**src/rtl/regfile_pkg.sv**
```systemverilog
`default_nettype none
// ============================================================================
//  Module   : regfile_pkg
//  Brief    : Shared sizes, write-select codes and one-hot helper for regfile_4x8
//  Revision : 1.0  initial release
// ============================================================================
package regfile_pkg;

   localparam int NUM_ENTRIES = 4;
   localparam int ADDR_W      = 2;

   typedef logic [NUM_ENTRIES-1:0] wr_sel_t;
   typedef logic [ADDR_W-1:0]      addr_t;

   localparam wr_sel_t SEL_NONE = 4'b0000;
   localparam wr_sel_t SEL_E0   = 4'b0001;
   localparam wr_sel_t SEL_E1   = 4'b0010;
   localparam wr_sel_t SEL_E2   = 4'b0100;
   localparam wr_sel_t SEL_E3   = 4'b1000;

   // Indexed by entry number so generate loops can pick the matching code.
   localparam logic [NUM_ENTRIES-1:0][NUM_ENTRIES-1:0] SEL_ONEHOT =
      {SEL_E3, SEL_E2, SEL_E1, SEL_E0};

   function automatic logic is_onehot4(input wr_sel_t sel);
      return (sel != SEL_NONE) && ((sel & (sel - 4'd1)) == SEL_NONE);
   endfunction

endpackage : regfile_pkg
`default_nettype wire

```
**src/rtl/regfile_entry.sv**
```systemverilog
`default_nettype none
// ============================================================================
//  Module   : regfile_entry
//  Brief    : One data register plus valid bit; clear wins over write
//  Revision : 1.0  initial release
// ============================================================================
module regfile_entry #(
   parameter int DW = 8
) (
   input  logic          i_clk,
   input  logic          i_rst_n,
   input  logic          i_we,
   input  logic          i_clr,
   input  logic [DW-1:0] i_wdata,
   output logic [DW-1:0] o_data,
   output logic          o_valid
);

   logic [DW-1:0] r_data;
   logic          r_valid;

   always_ff @(posedge i_clk or negedge i_rst_n) begin
      if (!i_rst_n) begin
         r_data  <= '0;
         r_valid <= 1'b0;
      end else if (i_clr) begin
         r_data  <= '0;
         r_valid <= 1'b0;
      end else if (i_we) begin
         r_data  <= i_wdata;
         r_valid <= 1'b1;
      end
   end

   assign o_data  = r_data;
   assign o_valid = r_valid;

endmodule : regfile_entry
`default_nettype wire

```
**src/rtl/regfile_4x8.sv**
```systemverilog
`default_nettype none
// ============================================================================
//  Module   : regfile_4x8
//  Brief    : 4-entry register bank, one-hot write select, 1-cycle registered
//             read with write/clear bypass and illegal-select counter
//  Revision : 1.0  initial release
// ============================================================================
module regfile_4x8
   import regfile_pkg::*;
#(
   parameter int DW        = 8,
   parameter int ERR_CNT_W = 4
) (
   input  logic                 i_clk,
   input  logic                 i_rst_n,
   input  logic [3:0]           i_wr_sel,
   input  logic [DW-1:0]        i_wdata,
   input  logic                 i_clr,
   input  logic                 i_rd_en,
   input  logic [1:0]           i_rd_addr,
   output logic [DW-1:0]        o_rdata,
   output logic                 o_rd_valid,
   output logic                 o_rd_hit,
   output logic [3:0]           o_entry_valid,
   output logic                 o_wr_err,
   output logic [ERR_CNT_W-1:0] o_err_cnt
);

   localparam logic [ERR_CNT_W-1:0] c_err_max = {ERR_CNT_W{1'b1}};

   logic                   w_sel_legal;
   logic                   w_sel_multi;
   logic [NUM_ENTRIES-1:0] w_wr_en;
   logic [NUM_ENTRIES-1:0] w_entry_valid;
   logic [DW-1:0]          w_entry_data [NUM_ENTRIES];
   logic [DW-1:0]          w_rd_data;
   logic                   w_rd_hit;

   logic [DW-1:0]          r_rdata;
   logic                   r_rd_valid;
   logic                   r_rd_hit;
   logic                   r_wr_err;
   logic [ERR_CNT_W-1:0]   r_err_cnt;

   assign w_sel_legal = is_onehot4(i_wr_sel);
   assign w_sel_multi = (i_wr_sel != SEL_NONE) && !w_sel_legal;

   generate
      for (genvar k = 0; k < NUM_ENTRIES; k++) begin : g_entry
         assign w_wr_en[k] = (i_wr_sel == SEL_ONEHOT[k]);

         regfile_entry #(
            .DW (DW)
         ) u_entry (
            .i_clk   (i_clk),
            .i_rst_n (i_rst_n),
            .i_we    (w_wr_en[k]),
            .i_clr   (i_clr),
            .i_wdata (i_wdata),
            .o_data  (w_entry_data[k]),
            .o_valid (w_entry_valid[k])
         );
      end
   endgenerate

   // Read data as it will be after this edge: clear first, then write-through.
   always_comb begin
      w_rd_data = '0;
      w_rd_hit  = 1'b0;
      if (!i_clr) begin
         if (w_wr_en[i_rd_addr]) begin
            w_rd_data = i_wdata;
            w_rd_hit  = 1'b1;
         end else if (w_entry_valid[i_rd_addr]) begin
            w_rd_data = w_entry_data[i_rd_addr];
            w_rd_hit  = 1'b1;
         end
      end
   end

   always_ff @(posedge i_clk or negedge i_rst_n) begin
      if (!i_rst_n) begin
         r_rdata    <= '0;
         r_rd_valid <= 1'b0;
         r_rd_hit   <= 1'b0;
      end else begin
         r_rd_valid <= i_rd_en;
         if (i_rd_en) begin
            r_rdata  <= w_rd_data;
            r_rd_hit <= w_rd_hit;
         end
      end
   end

   // Error count survives i_clr; only reset brings it back to zero.
   always_ff @(posedge i_clk or negedge i_rst_n) begin
      if (!i_rst_n) begin
         r_wr_err  <= 1'b0;
         r_err_cnt <= '0;
      end else begin
         r_wr_err <= w_sel_multi;
         if (w_sel_multi && (r_err_cnt != c_err_max)) begin
            r_err_cnt <= r_err_cnt + 1'b1;
         end
      end
   end

   assign o_rdata       = r_rdata;
   assign o_rd_valid    = r_rd_valid;
   assign o_rd_hit      = r_rd_hit;
   assign o_entry_valid = w_entry_valid;
   assign o_wr_err      = r_wr_err;
   assign o_err_cnt     = r_err_cnt;

endmodule : regfile_4x8
`default_nettype wire

```
**config.mk**
```make
export PLATFORM = sky130hd
export DESIGN_NAME = regfile_4x8
export DESIGN_NICKNAME = d
export VERILOG_FILES = /design/src/rtl/regfile_pkg.sv /design/src/rtl/regfile_entry.sv /design/src/rtl/regfile_4x8.sv
export SDC_FILE = /design/constraint.sdc
export NUM_CORES = 1
export LEC_CHECK = 0
export ABC_AREA = 1
export CORE_MARGIN = 8
export CORE_UTILIZATION = 40
export CTS_BUF_LIST = sky130_fd_sc_hd__clkbuf_2
export DETAILED_ROUTE_END_ITERATION = 12
export SYNTH_ARGS = -nofsm -noshare
export SYNTH_HDL_FRONTEND = slang
export SYNTH_SLANG_ARGS = --single-unit
```
**constraint.sdc**
```tcl
create_clock -name i_clk -period 2.35 [get_ports i_clk]
set_input_delay 0.5875 -clock i_clk [delete_from_list [all_inputs] [get_ports i_clk]]
set_output_delay 0.5875 -clock i_clk [all_outputs]
set_load 0.02 [all_outputs]
```
After elaboration in Yosys (flattened, before gate mapping)

Cells that the tools add are included.
Widths: inputs -> output; s select.

Order comparisons: 2
Bitwise operators: 2
Div/mod/pow operators: 0
$add $sub $neg: 2
Equal/unequal tests: 5
Reductions and logical operators: 10
Multipliers: 0
Multiplexer cells: 29
Shift-type cells: 0

Operator list:

| operator            | count |
|---|---|
| $mux 8              | 13 |
| $bmux 8 s2          | 1 |
| $mux 1              | 13 |
| $reduce_bool 2->1   | 4 |
| $add 4x1->4 const B | 1 |
| $and 4x4->4         | 1 |
| $bmux 1 s2          | 2 |
| $eq 4x1->1 const B  | 1 |
| $eq 4x2->1 const B  | 1 |
| $eq 4x3->1 const B  | 1 |
| $eq 4x4->1 const B  | 1 |
| $logic_not 4->1     | 1 |
| $ne 4x4->1 const B  | 1 |
| $reduce_bool 4->1   | 1 |
| $sub 4x1->4 const B | 1 |
| $ge 3x3->1 const B  | 1 |
| $logic_and 1x1->1   | 3 |
| $lt 2x3->1 const B  | 1 |
| $not 2->3           | 1 |
| $logic_not 1->1     | 1 |

Bits in registers: 51
Memory bits (writable): 0
Word-level logic and storage cells: 63
Latch bits: 0
Output and inout bits: 19
Input port bits: 18
Memories kept: 0
ROM bits: 0

Logic depth before layout (Yosys ltp)

Word-level depth: 7
Depth in mapped cells: 9
Gate-level depth less buffers: 9

By module

A second synthesis with hierarchy kept.

Cells, all modules: 378
Area total of the unflattened synthesis: 2765.2 um^2

By module, submodules not included:

| module        | cells each | area each (um^2) | times used |
|---|---|---|---|
| regfile_entry | 38         | 359.1            | 4 |
| regfile_4x8   | 226        | 1328.8           | 1 |

Least setup slack after synthesis

Ideal clock, no wire load.

Kind: input to register
Start: input port i_wr_sel[0]
End: register r_rdata[0], in the netlist o_rdata[0]
Arrival: 1.260 ns
Path buffers: 0
Stages: 8
Library setup time: 0.117 ns
Slack: 0.972 ns
Cells stage by stage: nor2_2 -> nand3_1 -> nand2_1 -> nand2_4 -> nand2_4 -> nand2_1 -> nand3_1 -> nand2_1

Word-level cells in the longest chain between the ends: 5

RTL lines:

| item                               | RTL line          | source |
|---|---|---|
| from (decl)                        | regfile_4x8.sv:16 | `input logic [3:0] i_wr_sel,` |
| $eq 4x1->1 (tied with other cells) | regfile_4x8.sv:50 | `assign w_wr_en[k] = (i_wr_sel == SEL_ONEHOT[k]);` |
| $bmux 1 s2 (*)                     | regfile_4x8.sv:71 | `if (w_wr_en[i_rd_addr]) begin` |
| $mux 1 (not written as such) (*)   | regfile_4x8.sv:71 |  |
| $mux 8 (*)                         | regfile_4x8.sv:71 |  |
| $mux 8 (*)                         | regfile_4x8.sv:70 | `if (!i_clr) begin` |
| to (signal assigned)               | regfile_4x8.sv:89 | `r_rdata <= w_rd_data;` |
| to (decl)                          | regfile_4x8.sv:39 | `logic [DW-1:0] r_rdata;` |

Every way passes the cells marked *; elsewhere a longest branch is shown, timed or not. The select of a mux whose other input is x is not followed.
A chain may end at the register's enable or synchronous reset.

Worst setup path in the final report

Start: register r_err_cnt[3], in the netlist o_err_cnt[3]
End: output port o_err_cnt[3]

RTL lines:

| item                   | RTL line           | source |
|---|---|---|
| from (decl)            | regfile_4x8.sv:43  | `logic [ERR_CNT_W-1:0] r_err_cnt;` |
| from (signal assigned) | regfile_4x8.sv:103 | `r_err_cnt <= r_err_cnt + 1'b1;` |
| to (decl)              | regfile_4x8.sv:26  | `output logic [ERR_CNT_W-1:0] o_err_cnt` |

No word-level cell between the ends.

==> impl.org <==
** Run status
- Status :: finished clean

** Power
- After layout, the design draws a total of 1.93 mW.
- In this run the power density over the cells is 620 nW/um^2.
- IR analysis of the VDD net gives a maximum drop of 0.456 mV.
- Cell leakage power :: 1.63 nW

** Yosys
- Sequential fraction of the synthesis area :: 49.1%
- Ranked by total cell area, the synthesized netlist is headed by sky130_fd_sc_hd__dfrtp_1, sky130_fd_sc_hd__nand2_1, sky130_fd_sc_hd__nand3_1.
- Flip-flop and latch count after synthesis :: 51
- During synthesis, Yosys emitted a total of 0 warnings.
- Post-synthesis net count :: 368
- Synthesis produced a netlist whose cell count is 349.
- The share of synthesized area in the top cell type comes to 49.1%.
- Summed over all instances, the cell type with the most area after synthesis is sky130_fd_sc_hd__dfrtp_1.
- A synthesized cell averages 7.45 sq um.
- Number of distinct library cell variants in the gate-level netlist after synthesis :: 18
- Cell Area, Synth :: 2600 sq um

** Final layout
- Measured on the finished design, the core utilization comes to 49.3%.
- The repair_antennas step left the layout with diodes totalling 0.
- Area overhead of the layout relative to synthesis :: 19.8%
- Most common cell after layout, fill and taps aside :: sky130_fd_sc_hd__nand2_1
- Leaving out filler cells and counting taps, the final layout contains 469.
- The top cell types in the final layout, fill and taps aside, are sky130_fd_sc_hd__nand2_1, sky130_fd_sc_hd__inv_1, sky130_fd_sc_hd__dfrtp_1.
- Fraction of layout cells with a size suffix above 1 :: 7.65%
- Final nets :: 410
- The filler cells instantiated in the layout total 642.

** Timing
- Aggregate negative setup slack :: 0 ps
- Highest Clock Rate :: 473 MHz
- For the final database, setup skew stands at 35.1 ps.
- Final setup violation count :: 0
- The number of max-slew violations in the final report is 0.
- At the pin with the least slew margin, the transition time is 592 ps.
- In the post-route analysis, the smallest setup slack over all paths is 234 ps.
- The smallest clock period supported by the final layout is computed as 2120 ps.
- Setup repair after global routing left no endpoint under its margin.
- Slew margin rel. :: 60.5%
- The final critical path takes up 90.0% of the cycle.
- Final Hold Fails :: 0

** Clocking
- The number of gates resized after CTS was 0.
- After clock tree synthesis, the setup repair step added 0 buffers.
- The longest clock path from root to sink contains 2 buffers.
- CTS saw 51 sinks.
- Clock-pin slew was measured on the worst setup and hold paths at 270 ps.
- Root Buffer Master :: sky130_fd_sc_hd__clkbuf_2
- Counting the buffers created by CTS gives 5.
- The H-tree was split into 2 levels.
- The later pin in the worst-skew pair is clocked with a latency of 450 ps.
- Buffers inserted to repair hold after CTS numbered 0.
- TritonCTS clock tree :: yes

** Die
- The total area inside the core boundary comes to 6310 sq um.
- Standard-cell row count :: 29
- The die is 96.6 um wide.
- The floorplan step defined a die boundary enclosing 9340 sq um.
- The initial utilization of the core area, before any placement, comes to 41.2%.
- I/O pin count :: 37
- In this run the vertical extent of the chip is 96.6 um.

** Setup path
- Cell class contributing the biggest share of worst-path delay :: buffers and inverters
- Kind of critical path :: flop to output pin
- The worst register-to-register path has a depth of 4.
- Traced cell by cell, the critical path runs through clkdlybuf4s50_1.
- Crit path launch type :: flop
- Together, buffers and inverters on the worst path number 1.
- For the worst setup path, the data required time is 1760 ps.
- On the critical path, the stage with the largest delay is an instance of sky130_fd_sc_hd__clkdlybuf4s50_1.
- In this run the number of cells on the critical path is 1.
- Kind of capture point of the worst setup path :: output pin
- Along the worst path, the maximum fanout reaches 4.
- Slowest stage delay, CP :: 630 ps
- Arrival time of data at the critical path endpoint :: 1530 ps

** Global routing
- Pin count of the biggest net entering global routing :: 30
- Global routing finished with a remaining overflow of 0.
- Antenna violations before repair :: 0
- The number of global-route vias before repair was 2263.
- The first global-routing pass estimated 11500 um of wire.
- Combined global-route utilization of all metal layers :: 14.7%

** Hold path
- The tightest min-delay check is of the primary input to async pin type.

** Routing
- DRC :: 0
- Final routed wirelength across all metal layers :: 6620 um
- Iteration count of the initial detailed-routing pass :: 5
- After the first detailed-routing iteration, the DRC count stood at 103.
- Number of vias in the routed layout :: 2268
- In the routed layout, each cell is associated on average with a via count of 4.84.
- The detail route stage leaves a number of antenna-violating nets equal to 0.
- Dividing the detail-routed wire length by the instance count gives 14.1 um.

** Place
- Once detailed placement completed, the half-perimeter wirelength came to 4680 um.
- Total of buffers placed on input and output ports :: 36
- Number of placed instances, taps included :: 461
- Final weighted congestion in routability-driven placement :: 0.845
- Place WS :: 227 ps

** Flow run
- The tool flagged a number of max-cap violations equal to 0.
==> layout make-up <==
cell class                 instances  area [sq um]  area share, %
tap                               77          96.3           3.09
timing repair buffer              49           478           15.3
clock inverter                     1          5.00          0.161
multi-input combinational        231          1030           32.9
clock buffer                       7          35.0           1.12
inverter                          53           199           6.39
sequential                        51          1280           41.0
==> synth_stat cells <==
library cell               count
sky130_fd_sc_hd__buf_6         1
sky130_fd_sc_hd__buf_4         9
sky130_fd_sc_hd__nand2_4       3
sky130_fd_sc_hd__dfrtp_1      51
sky130_fd_sc_hd__xnor2_1       3
sky130_fd_sc_hd__nor2_1       12
sky130_fd_sc_hd__clkinv_1      1
sky130_fd_sc_hd__a21oi_1       4
sky130_fd_sc_hd__nand3_1      43
sky130_fd_sc_hd__nand2_1     126
sky130_fd_sc_hd__o21ai_0      34
sky130_fd_sc_hd__inv_1        51
sky130_fd_sc_hd__buf_2         4
sky130_fd_sc_hd__o21ai_1       1
sky130_fd_sc_hd__nor2_2        3
sky130_fd_sc_hd__inv_2         1
sky130_fd_sc_hd__nand2_2       1
sky130_fd_sc_hd__ha_1          1
==> path summary, 6_finish.rpt <==
| kind | slack, ps | start | to |
|---|---|---|---|
| max | 230 | o_err_cnt[3] | o_err_cnt[3] |
| min | 80 | i_rst_n | o_rdata[4] |
| max reg2reg | 1160 | o_err_cnt[0] | o_err_cnt[0] |
| min reg2reg | 520 | o_rdata[2] | o_rdata[2] |
| max in group asynchronous | 1670 | i_rst_n | g_entry[0].u_entry.o_data[4] |
| min in group i_clk | 520 | o_rdata[2] | o_rdata[2] |
==> layer usage <==
layer | track usage [%] | wire length (um)
met1 | 19.9 | 3220
met2 | 23.0 | 3020
met5 | 0 | 0
met3 | 3.20 | 308
met4 | 4.14 | 71
==> cells by family after synthesis <==
logic type | synth area share, %
compound gates | 7.51
fa+ha+maj | 0.481
xor+xnor | 1.01
buf+inv | 11.5
simple gates | 30.5
flops | 49.1
==> sequential cells by signal (all words and copies together), names as in the netlist <==
name,count
o_wr_err,1
o_rd_valid,1
o_err_cnt,4
o_rdata,8
o_rd_hit,1
g_entry.u_entry.o_data,32
g_entry.u_entry.o_valid,4
==> where the power goes <==
group / switching (mW) / leakage [nW] / internal [mW]
clock network: 0.280 / 0.0330 / 0.0810
logic: 0.304 / 0.935 / 0.235
registers: 0.0586 / 0.664 / 0.974
==> stage by stage <==
step	hold WS, ps	cell area, sq um
finish	84.1	3120
global route	95.0	3120
CTS	99.6	3120
detailed placement	464	3080
global placement	463	3080
floorplan	292	2600
Power figures use the tool's default switching activity.
